## config.mk

```make
export PLATFORM = sky130hd
export DESIGN_NAME = rtc_bus_ctrl
export DESIGN_NICKNAME = d
export VERILOG_FILES = /design/src/rtl/rtc_bus_ctrl.sv
export SDC_FILE = /design/constraint.sdc
export NUM_CORES = 1
export LEC_CHECK = 0
export ABC_AREA = 1
export CAP_MARGIN = 20
export CORE_MARGIN = 5
export CORE_UTILIZATION = 40
export CTS_CLUSTER_DIAMETER = 200
export CTS_CLUSTER_SIZE = 25
export DETAILED_ROUTE_END_ITERATION = 8
export GPL_TIMING_DRIVEN = 1
export PLACE_DENSITY = 0.62
export SLEW_MARGIN = 20
export SYNTH_ARGS = -nofsm -noshare
export SYNTH_HDL_FRONTEND = slang
export SYNTH_SLANG_ARGS = --single-unit
```

## constraint.sdc

```tcl
create_clock -name clk -period 2.9 [get_ports clk]
set_input_delay 0.29 -clock clk [delete_from_list [all_inputs] [get_ports clk]]
set_output_delay 0.29 -clock clk [all_outputs]
set_load 0.01 [all_outputs]
```

## src/rtl/rtc_bus_ctrl.sv

```systemverilog
// rtc_bus_ctrl - multiplexed-bus master for the RTC chip.
//
// Turns one register access (addr, wr_data, read/write) into a chip bus
// cycle: an address phase (a_d=0) and then a data phase (a_d=1). Each phase
// has setup, strobe and hold intervals of T_SU, T_PW and T_HD clocks. The
// address is always strobed with wr_n. The data phase uses wr_n for writes
// and rd_n for reads.
//
// Ports:
//   clk, reset        clock, asynchronous active-high reset
//   wr_req, rd_req    request levels; a rising edge seen in IDLE starts a cycle
//   addr, wr_data     latched when a cycle starts
//   ad_in             bus value from the top-level tristate buffer
//   ad_out, ad_oe     bus drive value and output enable
//   cs_n, a_d         chip select (active low), address/data phase select
//   wr_n, rd_n        write and read strobes (active low)
//   busy, done        transaction in progress, one-cycle end pulse
//   rd_data           last read result
//
// State table:
//   IDLE | bus released, waiting for a request edge
//   A_SU | address driven, strobe high
//   A_PW | address driven, wr_n low
//   A_HD | address driven, strobe released
//   D_SU | data phase setup (write drives data, read releases bus)
//   D_PW | data phase strobe (wr_n or rd_n low)
//   D_HD | data phase hold, strobe released
//   DONE | bus released, done pulse

module rtc_bus_ctrl #(
    parameter int T_SU = 2,
    parameter int T_PW = 4,
    parameter int T_HD = 2
) (
    input  logic       clk,
    input  logic       reset,
    input  logic       wr_req,
    input  logic       rd_req,
    input  logic [7:0] addr,
    input  logic [7:0] wr_data,
    input  logic [7:0] ad_in,
    output logic [7:0] ad_out,
    output logic       ad_oe,
    output logic       cs_n,
    output logic       a_d,
    output logic       wr_n,
    output logic       rd_n,
    output logic       busy,
    output logic       done,
    output logic [7:0] rd_data
);

    typedef enum logic [2:0] {
        IDLE, A_SU, A_PW, A_HD, D_SU, D_PW, D_HD, DONE
    } state_t;

    localparam logic [3:0] SU_LAST = 4'(T_SU - 1);
    localparam logic [3:0] PW_LAST = 4'(T_PW - 1);
    localparam logic [3:0] HD_LAST = 4'(T_HD - 1);

    state_t     state, state_nxt;
    logic [3:0] cnt, cnt_nxt;
    logic       wr_prev, rd_prev;
    logic       op_wr, op_wr_nxt;
    logic [7:0] addr_q, addr_nxt, wdata_q, wdata_nxt;
    logic [7:0] rd_data_nxt, ad_out_nxt;
    logic       ad_oe_nxt, cs_n_nxt, a_d_nxt, wr_n_nxt, rd_n_nxt;
    logic       busy_nxt, done_nxt;
    logic       wr_start, rd_start;

    assign wr_start = wr_req & ~wr_prev;
    assign rd_start = rd_req & ~rd_prev;

    always_comb begin
        state_nxt   = state;
        cnt_nxt     = cnt + 4'd1;
        op_wr_nxt   = op_wr;
        addr_nxt    = addr_q;
        wdata_nxt   = wdata_q;
        rd_data_nxt = rd_data;

        case (state)
            IDLE: begin
                // Write wins when both edges land in the same cycle.
                if (wr_start || rd_start) begin
                    state_nxt = A_SU;
                    op_wr_nxt = wr_start;
                    addr_nxt  = addr;
                    wdata_nxt = wr_data;
                end
            end
            A_SU: if (cnt == SU_LAST) state_nxt = A_PW;
            A_PW: if (cnt == PW_LAST) state_nxt = A_HD;
            A_HD: if (cnt == HD_LAST) state_nxt = D_SU;
            D_SU: if (cnt == SU_LAST) state_nxt = D_PW;
            D_PW: begin
                if (cnt == PW_LAST) begin
                    state_nxt = D_HD;
                    if (!op_wr) rd_data_nxt = ad_in;
                end
            end
            D_HD: if (cnt == HD_LAST) state_nxt = DONE;
            DONE: state_nxt = IDLE;
            default: state_nxt = IDLE;
        endcase

        if (state_nxt != state || state == IDLE) cnt_nxt = 4'd0;

        // Output decode from the next state so the outputs are registered
        // and move on the same edge as the state.
        ad_out_nxt = 8'h00;
        ad_oe_nxt  = 1'b0;
        cs_n_nxt   = 1'b1;
        a_d_nxt    = 1'b1;
        wr_n_nxt   = 1'b1;
        rd_n_nxt   = 1'b1;
        busy_nxt   = (state_nxt != IDLE);
        done_nxt   = 1'b0;

        case (state_nxt)
            A_SU, A_PW, A_HD: begin
                cs_n_nxt   = 1'b0;
                a_d_nxt    = 1'b0;
                ad_oe_nxt  = 1'b1;
                ad_out_nxt = addr_nxt;
                wr_n_nxt   = (state_nxt != A_PW);
            end
            D_SU, D_PW, D_HD: begin
                cs_n_nxt = 1'b0;
                if (op_wr_nxt) begin
                    ad_oe_nxt  = 1'b1;
                    ad_out_nxt = wdata_nxt;
                    wr_n_nxt   = (state_nxt != D_PW);
                end else begin
                    rd_n_nxt   = (state_nxt != D_PW);
                end
            end
            DONE: done_nxt = 1'b1;
            default: ;
        endcase
    end

    always_ff @(posedge clk or posedge reset) begin
        if (reset) begin
            state   <= IDLE;
            cnt     <= 4'd0;
            wr_prev <= 1'b1;
            rd_prev <= 1'b1;
            op_wr   <= 1'b0;
            addr_q  <= 8'h00;
            wdata_q <= 8'h00;
            rd_data <= 8'h00;
            ad_out  <= 8'h00;
            ad_oe   <= 1'b0;
            cs_n    <= 1'b1;
            a_d     <= 1'b1;
            wr_n    <= 1'b1;
            rd_n    <= 1'b1;
            busy    <= 1'b0;
            done    <= 1'b0;
        end else begin
            state   <= state_nxt;
            cnt     <= cnt_nxt;
            wr_prev <= wr_req;
            rd_prev <= rd_req;
            op_wr   <= op_wr_nxt;
            addr_q  <= addr_nxt;
            wdata_q <= wdata_nxt;
            rd_data <= rd_data_nxt;
            ad_out  <= ad_out_nxt;
            ad_oe   <= ad_oe_nxt;
            cs_n    <= cs_n_nxt;
            a_d     <= a_d_nxt;
            wr_n    <= wr_n_nxt;
            rd_n    <= rd_n_nxt;
            busy    <= busy_nxt;
            done    <= done_nxt;
        end
    end

endmodule

```

### Word-level counts from Yosys, hierarchy flattened

Cells that the tools add are included.
Widths: inputs -> output; s select.

* input port bits: 28
* register bits after elaboration: 49
* output and inout port bits: 23
* logic and storage cells: 75

* reduce and logical (&&, ||, !) cells: 8
* bitwise logic cells: 5
* multiplexer cells: 26
* add/subtract/negate cells: 1
* equality and inequality tests: 19

Operators with widths (count)
* $mux 8: 5
* $eq 3x3->1 const B: 8
* $pmux 3 s8: 1
* $mux 3: 7
* $pmux 8 s2: 1
* $eq 3x2->1 const B: 4
* $mux 1: 9
* $eq 3x1->1 const B: 2
* $reduce_or 3->1: 2
* $reduce_or 6->1: 1
* $add 4x1->4 const B: 1
* $eq 4x1->1 const B: 1
* $eq 4x2->1 const B: 1
* $mux 4: 1
* $pmux 1 s2: 2
* $logic_not 3->1: 1
* $ne 3x2->1 const B: 1
* $ne 3x3->1: 1
* $ne 3x3->1 const B: 1
* $not 1->1: 3
* $reduce_and 3->1: 1
* $reduce_bool 3->1: 1
* $and 1x1->1: 2
* $logic_or 1x1->1: 2

### Depth between registers and ports, before layout

* depth after elaboration: 8
* gate-level depth with buffers: 11
* mapped depth without buffers: 10

### Least setup slack after synthesis

OpenSTA, ideal clock, no wires.

* path type: reg2reg
* from: register cnt[0]
* to: register ad_out[7]
* stages on the path, launching flop included: 10
* clock period less this slack: 1.448 ns
* data arrival time: 1.331 ns
* path slack: 1.452 ns
* buffers on the path: 0
* required time: 2.783 ns
* setup time: 0.117 ns
* path through: dfrtp_1 > ha_1 > nand2_1 > nand2_1 > nand2_2 > nand2_1 > nor2_4 > nand2_4 > nand3_1 > nand2_1

* word-level cells in the longest chain between the ends: 6
* elaborated cells on any way between the ends: 18
* those cells by class: eq/ne: 8; mux: 8; reduce/logical: 2

Ends and longest elaborated chain
* from (decl): line 62 `logic [3:0] cnt, cnt_nxt;`
* from (signal assigned): line 163 `cnt <= cnt_nxt;`
* $eq 4x1->1 or $eq 4x2->1 (tied branches)
* $mux 3 (tied with other cells): line 102 `D_HD: if (cnt == HD_LAST) state_nxt = DONE;`
* $pmux 3 s8 *: line 82 `case (state)`
* $eq 3x3->1 (tied with other cells): line 120 `case (state_nxt)`
* $reduce_or 3->1: line 120
* $pmux 8 s2 *: line 120
* net ad_out_nxt[7]: line 66 `logic [7:0] rd_data_nxt, ad_out_nxt;`
* to (signal assigned): line 170 `ad_out <= ad_out_nxt;`
* to (decl): line 42 `output logic [7:0] ad_out,`

The timed path passes the listed nets; every way through them passes the cells marked *.
A chain may end at the register's enable or synchronous reset.

### Worst setup path after layout

* from: register state[0]
* to: register rd_data[1]

* word-level cells in the longest chain between the ends: 2

Ends and longest elaborated chain
* from (decl): line 61 `state_t state, state_nxt;`
* from (signal assigned): line 162 `state <= state_nxt;`
* $eq 3x3->1: line 82
* $reduce_and 3->1 (no source line)
* to (signal assigned): line 169 `rd_data <= rd_data_nxt;`
* to (decl): line 50 `output logic [7:0] rd_data`

Every way passes these cells.

==> results.py <==
metrics = {
    "power": {
        "clkPwrFrac_pct": 14.4,
        "p_int_mw": 1.75,
        "comb_power_share_pct": 48.9,
        "total_power_mw": 3.00,
        "p_sw_share_pct": 41.6,
        "vdd_drop_max_mv": 0.508,
        "power_density_nw_per_um2": 1060,
        "power.leakage_nw": 1.34,
        "p_sw_mw": 1.25,
        "p_seq_share_pct": 36.7,
    },
    "final_layout": {
        "multi_input_area_sq_um": 830,
        "final_cells": 343,
        "diodes": 0,
        "drive_above_1_share_pct": 19.6,
        "nets": 300,
        "fillers": 505,
        "area_growth_pct": 29.9,
        "seq_area_sq_um": 1230,
    },
    "setup_path": {
        "cpPeakStageDelay_ns": 0.57,
        "end_kind": "flop",
        "crit_cells": 3,
        "worstSetupPathType": "flop to flop",
        "setup.worst_path.start_class": "flop",
        "r2r_slack_ns": 1.22,
        "crit_start": "state[0]$_DFF_PP0_",
        "required_ns": 3.09,
        "arrival_ns": 1.87,
        "setup.worst_path.end": "rd_data[1]$_DFFE_PP0P_",
        "crit_slowest_cell": "dfrtp_1",
        "crit_family": "simple AND/OR/NAND/NOR gates",
        "crit_fanout": 8,
        "worstPathCellList": "nand3_2 -> nor3_4 -> mux2_2",
        "cp_num_buf_inv": 0,
        "crit-reg2reg-launch": "state[0]$_DFF_PP0_",
        "timing.rr.end": "rd_data[1]$_DFFE_PP0P_",
        "worstRegToRegCells": 3,
    },
    "grt": {
        "antenna_found_initial": 0,
        "grt_max_degree": 28,
        "grt_pass1_wl_um": 7730,
        "grt_usage_pct": 13.6,
        "grt_overflow": 0,
        "grt_pass1_vias": 1616,
    },
    "timing": {
        "setup_tns_ns": 0,
        "slew_violations": 0,
        "fin_crit_ns": 1.68,
        "tightest_slew_ns": 0.547,
        "fin_skew_ns": 0.00461,
        "rsz0062_at_grt": "false",
        "max_freq_mhz": 595,
        "maxSlewHeadroom_pct": 63.5,
        "fin_crit_sh_pct": 58.0,
        "setup_viol": 0,
        "hold_viol": 0,
    },
    "synth": {
        "ys_async_sr_fraction_pct": 100,
        "synth_compound_area_share_pct": 1.72,
        "synth_cell_types": 29,
        "syn-num-nets": 245,
        "yosys.area_share.simple_pct": 30.2,
        "ys_seq_area_share_pct": 56.5,
        "synth_ff_type": "dfrtp_1",
        "synth_warnings": 0,
        "ys_ff_latch": 49,
        "synth_xor_area_share_pct": 0.802,
        "synth.area.mux_share_pct": 4.13,
        "syn_inst": 215,
        "synth_area_sq_um": 2180,
        "synth.top_cell.area_share_pct": 49.3,
        "avgSynthCellArea_sq_um": 10.2,
        "yosys.area.top_type": "dfrtp_1",
        "synthAdderAreaFrac_pct": 1.15,
        "synth_top_family_by_area": "simple AND/OR/NAND/NOR gates",
        "yosysMostFrequentCell": "nand2_1",
        "synthTopCellsByArea": "dfrtp_1, nand2_1, dfstp_2",
        "synth_edf_count": 0,
        "synthTopCellsByCount": "nand2_1, dfrtp_1, nand3_1",
    },
    "cts": {
        "cts_resized": 0,
        "clk_path_buf_depth": 2,
        "htree_levels": 2,
        "ctsHoldBuffers": 0,
        "cts_buffers": 5,
        "cts_setup_buffers": 0,
        "numClockSinks": 49,
        "root_buffer": "clkbuf_8",
        "worst_skew_pair.late_latency_ns": 0.30,
        "clk_pin_slew_worst_paths_ns": 0.08,
        "cts_tree": "done",
    },
    "routing": {
        "drtAntennaViolNets": 0,
        "drt_iter0_markers": 71,
        "drc": 0,
        "wl_per_cell_um": 12.9,
        "drt-total-wl_um": 4420,
        "via_count": 1589,
        "drt_pass1_iterations": 6,
        "viasPerCell": 4.63,
    },
    "die": {
        "ios": 51,
        "core_area_sq_um": 5410,
        "die_w_um": 83.9,
        "core.rowCount": 27,
        "initial_core_util_pct": 40.4,
        "die_area_sq_um": 7040,
        "die_h_um": 83.9,
    },
    "placed_design": {
        "dp_cells": 335,
        "port_buffers": 50,
        "gp_congestion": 0.752,
        "hpwl_um": 3260,
    },
    "outcome": {
        "status": "completed",
    },
    "worst_hold_path": {
        "min_path_type": "primary input to async pin",
    },
    "job": {
        "cap_viol_max_count": 0,
    },
}
[state kept, by name, indices dropped and copies added, names as in the netlist]
name,count
a_d,1
op_wr,1
addr_q,8
rd_n,1
wdata_q,8
wr_n,1
busy,1
done,1
cs_n,1
wr_prev,1
ad_out,8
ad_oe,1
cnt,4
rd_data,8
state,3
rd_prev,1
[power by group through the flow]
stage | Combinational [mW] | Sequential (mW) | Clock, mW
2_1_floorplan | 1.05 | 1.13 | 0
3_3_place_gp | 1.46 | 1.11 | 0
3_5_place_dp | 1.49 | 1.11 | 0
4_1_cts | 1.49 | 1.10 | 0.442
5_1_grt | 1.64 | 1.13 | 0.478
6_report | 1.47 | 1.10 | 0.432
[cell type report]
type,instances,area share (%)
well taps,72,3.18
inverters,15,2.34
flip-flops and latches,49,43.5
multi-input cells,147,29.2
clock buffers,7,3.40
clock inverters,1,0.176
repair buffers,52,18.2
[routing by layer]
layer  vias to the layer above  global-route usage [%]  part of all wire (%)
met5                         -                       0                     0
met4                         0                    3.51                  0.91
met3                         7                    3.65                   5.9
met2                        46                    21.1                    46
met1                       739                    18.8                    48
li1                        797                       -                     -
[worst min path at each step]
| stage | end | depth (start not counted) | from |
|---|---|---|---|
| after CTS | state[0]$_DFF_PP0_ | 2 | reset |
| after floorplan | rd_prev$_DFF_PP1_ | 0 | rd_req |
| final | done$_DFF_PP0_ | 2 | reset |
| after global routing | state[0]$_DFF_PP0_ | 2 | reset |
| after global placement | wdata_q[1]$_DFF_PP0_ | 2 | wdata_q[1]$_DFF_PP0_ |
| after detailed placement | wdata_q[4]$_DFF_PP0_ | 2 | wdata_q[4]$_DFF_PP0_ |
[through the flow]
| step | instance area, sq um | hold slack, ns | worst slack [ns] | utilization, % |
|---|---|---|---|---|
| 2_1_floorplan | 2180 | 0.294 | 1.45 | - |
| 3_3_place_gp | 2740 | 0.463 | 1.17 | 50.6 |
| 3_5_place_dp | 2740 | 0.467 | 1.13 | 50.6 |
| 4_1_cts | 2840 | 0.381 | 1.20 | 52.5 |
| 5_1_grt | 2840 | 0.417 | 1.09 | 52.5 |
| 6_report | 2840 | 0.359 | 1.22 | 52.5 |
[kinds of logic (layout without fill, tap and decap cells)]
logic type | after synthesis | count (layout)
buf+inv | 19 | 75
xor+xnor | 2 | 2
compound gates | 4 | 4
flops | 49 | 49
simple gates | 131 | 131
fa+ha+maj | 2 | 2
mux | 8 | 8
[placed cells by master (no fill, tap or decap), types with 6 or more instances in the layout]
master / instances
nand3_1: 24
clkdlybuf4s50_1: 50
nand2_2: 7
nand2_1: 73
mux2_2: 8
inv_1: 9
clkbuf_8: 7
nor2_1: 11
dfstp_2: 6
dfrtp_1: 43
Note: power is estimated with default switching activity, not from simulation.
